<file path="src/rtl/seg_display_pkg.sv">
// Shared definitions for the 7-segment display blocks: digit modes, hex glyph table
// and the per-digit register-file entry.
package seg_display_pkg;

  typedef enum logic [1:0] {
    MODE_HEX   = 2'b00,
    MODE_BCD   = 2'b01,
    MODE_RAW   = 2'b10,
    MODE_BLANK = 2'b11
  } mode_e;

  // Segment order is {g,f,e,d,c,b,a}; entry [15] is listed first.
  localparam logic [15:0][6:0] HEX_GLYPH = {
    7'h71, 7'h79, 7'h5E, 7'h39, 7'h7C, 7'h77, 7'h6F, 7'h7F,
    7'h07, 7'h7D, 7'h6D, 7'h66, 7'h4F, 7'h5B, 7'h06, 7'h3F
  };

  typedef struct packed {
    logic [6:0] value;   // [3:0] digit value, or raw segments a..g in raw mode
    mode_e      mode;
    logic       dp;
    logic       blink;
  } digit_entry_t;

endpackage

</file>
<file path="src/rtl/seg_glyph_rom.sv">
// Combinational glyph lookup: digit value + display mode (+ raw pattern) -> segments a..g.
module seg_glyph_rom
  import seg_display_pkg::*;
(
  input  logic [3:0] value,
  input  mode_e      mode,
  input  logic [6:0] raw,
  output logic [6:0] glyph
);

  always_comb begin
    // NOTE: every combinational output gets a default before the case so no path leaves it unassigned (no latch).
    glyph = '0;
    case (mode)
      MODE_HEX: glyph = HEX_GLYPH[value];
      MODE_BCD: glyph = (value <= 4'd9) ? HEX_GLYPH[value] : 7'h00;
      MODE_RAW: glyph = raw;
      default:  glyph = '0;
    endcase
  end

endmodule

</file>
<file path="src/rtl/multiplexed_segment_scanner.sv">
// Time-multiplexed N-digit 7-segment driver: host register file, per-frame shadow copy,
// digit scan with ghost-blanking gap, ripple blanking, blink, lamp test and blank-all.
module multiplexed_segment_scanner
  import seg_display_pkg::*;
#(
  parameter int N_DIGITS     = 4,
  parameter int SLOT_CYCLES  = 1024,
  parameter int GAP_CYCLES   = 16,
  parameter int BLINK_FRAMES = 32,
  parameter bit DIG_AL       = 1'b1,
  localparam int AW          = $clog2(N_DIGITS)
) (
  input  logic                clk,
  input  logic                rst,
  input  logic                wr_en,
  input  logic [AW-1:0]       wr_addr,
  input  logic [7:0]          wr_data,
  input  logic [1:0]          wr_mode,
  input  logic                wr_dp,
  input  logic                wr_blink,
  input  logic                lt,
  input  logic                bi,
  input  logic                rbi,
  input  logic                al,
  output logic [6:0]          seg,
  output logic                dp,
  output logic [N_DIGITS-1:0] dig_sel,
  output logic                frame_tick
);

  localparam int SW = $clog2(SLOT_CYCLES);
  localparam int FW = $clog2(BLINK_FRAMES + 1);
  localparam logic [SW-1:0] SLOT_LAST  = SW'(SLOT_CYCLES - 1);
  localparam logic [SW-1:0] GAP_END    = SW'(GAP_CYCLES);
  localparam logic [AW-1:0] DIGIT_LAST = AW'(N_DIGITS - 1);
  localparam logic [FW-1:0] FRAME_LAST = FW'(BLINK_FRAMES);
  localparam logic [AW:0]   ADDR_LIM   = (AW + 1)'(N_DIGITS);

  digit_entry_t regs   [N_DIGITS];
  digit_entry_t shadow [N_DIGITS];
  digit_entry_t view   [N_DIGITS];
  digit_entry_t cur;

  logic [SW-1:0]       slot_cnt;
  logic [AW-1:0]       digit_idx;
  logic [FW-1:0]       frame_cnt;
  logic                blink_on, blink_next, boundary, in_gap, carry;
  logic [N_DIGITS-1:0] rb_blank, sel_n;
  logic [6:0]          glyph, seg_n, seg_q;
  logic                dp_n, dp_q;
  logic                unused_bits;

  assign unused_bits = wr_data[7];
  assign boundary    = (digit_idx == '0) && (slot_cnt == '0);
  assign blink_next  = blink_on ^ (boundary && (frame_cnt == FRAME_LAST));
  assign in_gap      = slot_cnt < GAP_END;

  always_ff @(posedge clk or posedge rst) begin
    if (rst) begin
      // NOTE: the register file is small and must read back as cleared, so it sits in the reset branch like any other flop.
      for (int i = 0; i < N_DIGITS; i++) regs[i] <= '0;
    end else if (wr_en && ({1'b0, wr_addr} < ADDR_LIM)) begin
      // NOTE: state updates use <= so every flop samples pre-edge values (shadow below captures the pre-write entry).
      regs[wr_addr] <= '{value: wr_data[6:0], mode: mode_e'(wr_mode), dp: wr_dp, blink: wr_blink};
    end
  end

  always_ff @(posedge clk or posedge rst) begin
    if (rst) begin
      for (int i = 0; i < N_DIGITS; i++) shadow[i] <= '0;
    end else if (boundary) begin
      for (int i = 0; i < N_DIGITS; i++) shadow[i] <= regs[i];
    end
  end

  always_ff @(posedge clk or posedge rst) begin
    if (rst) begin
      slot_cnt  <= '0;
      digit_idx <= '0;
      frame_cnt <= '0;
      blink_on  <= 1'b1;
    end else begin
      if (slot_cnt == SLOT_LAST) begin
        slot_cnt  <= '0;
        digit_idx <= (digit_idx == DIGIT_LAST) ? '0 : digit_idx + AW'(1);
      end else begin
        slot_cnt <= slot_cnt + SW'(1);
      end
      // The boundary itself counts as a frame, so after a toggle the count restarts at 1.
      if (boundary) frame_cnt <= (frame_cnt == FRAME_LAST) ? FW'(1) : frame_cnt + FW'(1);
      blink_on <= blink_next;
    end
  end

  // On the boundary cycle the pins must already reflect the frame being loaded.
  always_comb begin
    for (int i = 0; i < N_DIGITS; i++) view[i] = boundary ? regs[i] : shadow[i];
  end

  always_comb begin
    rb_blank = '0;
    carry    = rbi;
    for (int i = N_DIGITS - 1; i >= 1; i--) begin
      carry = carry && (view[i].mode inside {MODE_HEX, MODE_BCD}) &&
              (view[i].value[3:0] == 4'd0) && !view[i].dp;
      rb_blank[i] = carry;
    end
  end

  assign cur = view[digit_idx];

  seg_glyph_rom u_glyph (
    .value (cur.value[3:0]),
    .mode  (cur.mode),
    .raw   (cur.value),
    .glyph (glyph)
  );

  always_comb begin
    seg_n = '0;
    dp_n  = 1'b0;
    sel_n = '0;
    if (!in_gap) begin
      sel_n[digit_idx] = 1'b1;
      if (bi) begin
        seg_n = '0;
      end else if (lt) begin
        seg_n = 7'h7F;
        dp_n  = 1'b1;
      end else if (!rb_blank[digit_idx] && !(cur.blink && !blink_next)) begin
        seg_n = glyph;
        dp_n  = cur.dp;
      end
    end
  end

  always_ff @(posedge clk or posedge rst) begin
    if (rst) begin
      seg_q      <= '0;
      dp_q       <= 1'b0;
      dig_sel    <= {N_DIGITS{DIG_AL}};
      frame_tick <= 1'b0;
    end else begin
      seg_q      <= seg_n;
      dp_q       <= dp_n;
      dig_sel    <= sel_n ^ {N_DIGITS{DIG_AL}};
      frame_tick <= boundary;
    end
  end

  // al is a board strap; applying it after the flops keeps the reset state "off" for either polarity.
  assign seg = seg_q ^ {7{al}};
  assign dp  = dp_q ^ al;

endmodule

</file>
<file path="config.mk">
export PLATFORM = sky130hd
export DESIGN_NAME = multiplexed_segment_scanner
export DESIGN_NICKNAME = d
export VERILOG_FILES = /design/src/rtl/seg_display_pkg.sv /design/src/rtl/seg_glyph_rom.sv /design/src/rtl/multiplexed_segment_scanner.sv
export SDC_FILE = /design/constraint.sdc
export NUM_CORES = 1
export LEC_CHECK = 0
export CAP_MARGIN = 20
export CORE_MARGIN = 1.5
export CORE_UTILIZATION = 60
export CTS_CLUSTER_DIAMETER = 30
export DETAILED_ROUTE_END_ITERATION = 12
export DONT_BUFFER_PORTS = 1
export GPL_ROUTABILITY_DRIVEN = 0
export GPL_TIMING_DRIVEN = 0
export MAX_ROUTING_LAYER = met4
export PLACE_DENSITY = 0.77
export SLEW_MARGIN = 20
export SYNTH_ARGS = -nofsm -noshare
export SYNTH_HDL_FRONTEND = slang
export SYNTH_HIERARCHICAL = 1
export SYNTH_SLANG_ARGS = --single-unit
</file>
<file path="constraint.sdc">
create_clock -name clk -period 6.2 [get_ports clk]
set_clock_uncertainty 0.15 [all_clocks]
set_input_delay 1.24 -clock clk [delete_from_list [all_inputs] [get_ports clk]]
set_output_delay 1.24 -clock clk [all_outputs]
set_load 0.01 [all_outputs]
</file>
==> summary.txt <==
critical hold path startpoint -> regs[11]
Vias/cell -> 6.23
most frequent cells in the layout -> 115 x dfrtp_1, 83 x mux2_2, 43 x nand2_1
postcts setup bufs -> 0
Setup violations, final -> 0
Clock Latency Late Sink -> 0.51 ns
Period minus WS final -> 5.48 ns
WS Path Type -> flip-flop to flip-flop
Startpoint Class -> flip-flop
commonest non-fill, non-tap cell in the layout -> dfrtp_1
final setup TNS -> 0 ns
Final ANT Viol Nets -> 0
internal power -> 1.60 mW
Net Count, Synth -> 482
Syn Std Cell Area -> 5680 um2
Leak Pwr -> 2.99 nW
Synth Instances -> 446
CP Launch Point -> digit_idx[1]
Ys Warns -> 6
IO Count -> 34
sequential power share -> 42.8%
post-synthesis sequential area ratio -> 53.0%
Post-CTS Resized -> 0
Yosys reg bits -> 120
Post-synth ARST share -> 100%
total number of vias -> 3677
drt drc -> 0
post-DP HPWL -> 7850 um
max_cap viols -> 0
global-route wire length before repair -> 19700 um
Layout fillers -> 607
pin count of the biggest net entering global routing -> 77
Post-synth EDFFs -> 0
power density of the placed cells -> 321 nW/um2
core area -> 9200 um2
clock buffer count from CTS -> 17
Pwr Total -> 2.09 mW
Syn Area/Cell -> 12.7 um2
number of port buffers -> 0
hold buffers post-CTS -> 0
die span in x -> 100 um
Crit. End Element -> flip-flop
Max FO, Critical Path -> 10
layout cells sized above 1 -> 31.1%
switching power -> 0.488 mW
combinational power share -> 6.7%
Initial DRC Count -> 161
Num Clock Sinks -> 120
CTS tree -> built
RSZ-0062 raised after global routing -> no
Final Hold Vio Count -> 0
Sw Ratio -> 23.4%
worst min path class -> flip-flop to flip-flop
Synth cell types -> 53
GRT Overall Usage -> 27.0%
Peak VDD IR -> 0.224 mV
crit path DAT -> 5.74 ns
ys flop type -> dfrtp_1
die area -> 10100 um2
Slew @ Worst Pin -> 0.821 ns
Slew Viols, Final -> 0
Clk pwr share -> 50.4%
H-tree levels -> 4
Max Clock Freq -> 0.182 GHz
# rows -> 35
average wire per standard cell -> 20.2 um
area grow syn2layout -> 14.3%
Worst Hold Depth -> 2
Rel. slew slack -> 45.3%
reg2reg start -> digit_idx[1]
antenna cells -> 0
number of global-route vias before repair -> 3831
NumNets Final -> 502
R2R depth -> 16
gr ovfl total -> 0
fin crit share -> 88.4%
Root Buffer -> clkbuf_8
starting density of the core -> 61.8%
WP data required -> 6.45 ns
drt total wl -> 11900 um
Worst-path clk slew -> 0.06 ns
deepest clock path buffer count -> 2
Die Ht -> 100 um
initial antenna violation count -> 0
Initial DRT Pass Iterations -> 5
status -> finished, final reports clean
==> routing by layer <==
metal	global-route usage, %	share of wire [%]	vias to the layer above
met5	-	0	-
met4	11.6	2.1	0
met3	5.99	4.3	25
met2	42.1	50	111
met1	34.5	44	1886
li1	-	-	1655
==> flip-flops by register name, indices dropped and copies added (netlist names) <==
register    cells
blink_on        1
digit_idx       2
seg_q           7
shadow         44
frame_tick      1
dp_q            1
frame_cnt       6
dig_sel         4
slot_cnt       10
regs           44
==> synthesized netlist by cell type (all sizes together) (6+ instances only) <==
library cell | count | area (um2)
a31oi | 9 | 56.3
buf | 9 | 58.8
clkbuf | 10 | 37.5
dfrtp | 115 | 2880
ha | 15 | 188
inv | 16 | 60.1
mux2 | 84 | 950
mux4 | 12 | 270
nand2 | 43 | 161
nor2 | 12 | 45.0
o211ai | 9 | 67.6
o21ai | 20 | 100
xnor2 | 6 | 52.6
xor2 | 12 | 105
==> path summary, 6_finish.rpt <==
path	slack, ns	to
max in group asynchronous	4.73	dig_sel[0]
hold / removal	0.31	shadow[11]
hold reg to reg	0.31	shadow[11]
setup reg to reg	0.72	seg_q[5]
min in group asynchronous	0.44	regs[5]
setup / recovery	0.72	seg_q[5]
==> kinds of logic after synthesis <==
logic type | after synthesis | synth area share [%]
mux | 101 | 22.4
fa+ha+maj | 15 | 3.30
simple gates | 104 | 9.76
compound gates | 52 | 5.99
flops | 120 | 53.0
buf+inv | 36 | 2.82
xor+xnor | 18 | 2.78
==> worst max-delay path, cell delays in order (launching register included) <==
cell,delay (ns)
dfrtp_1,0.37
clkbuf_1,0.48
clkinv_1,0.57
ha_1,0.38
or4bb_1,0.21
or3_1,0.13
buf_6,0.14
buf_2,0.32
mux2_2,0.40
mux4_2,0.58
inv_1,0.17
ha_1,0.26
nor2b_4,0.07
a221o_1,0.43
o211ai_1,0.33
nand2_1,0.08
o21ai_0,0.28
==> power groups by stage <==
stage	logic [mW]	registers [mW]	clock network, mW
final	0.141	0.893	1.05
after global routing	0.156	0.901	1.10
after CTS	0.142	0.892	1.07
after detailed placement	0.140	0.905	0
after global placement	0.131	0.900	0
after floorplan	0.116	0.889	0
==> through the flow <==
step                setup slack (ns)  utilization [%]  cell area (um2)  std cells  hold WS, ns
finish                         0.716             70.6             6490        590        0.311
detailed placement             0.924             63.6             5850        558        0.306
global placement               0.588             63.3             5820        557        0.306
floorplan                       1.63                -             5680        446        0.283
global route                   0.580             70.6             6490        590        0.348
CTS                            0.798             70.6             6490        590        0.317
==> cell type report <==
class	instances	area [um2]	share of cell area, %
well taps	111	139	2.14
plain buffers	19	96.3	1.48
repair buffers	1	27.5	0.424
clock buffers	18	428	6.59
clock inverters	14	211	3.26
multi-input cells	290	2510	38.7
inverters	17	68.8	1.06
flip-flops and latches	120	3010	46.4
(Power assumes the default switching activity.)
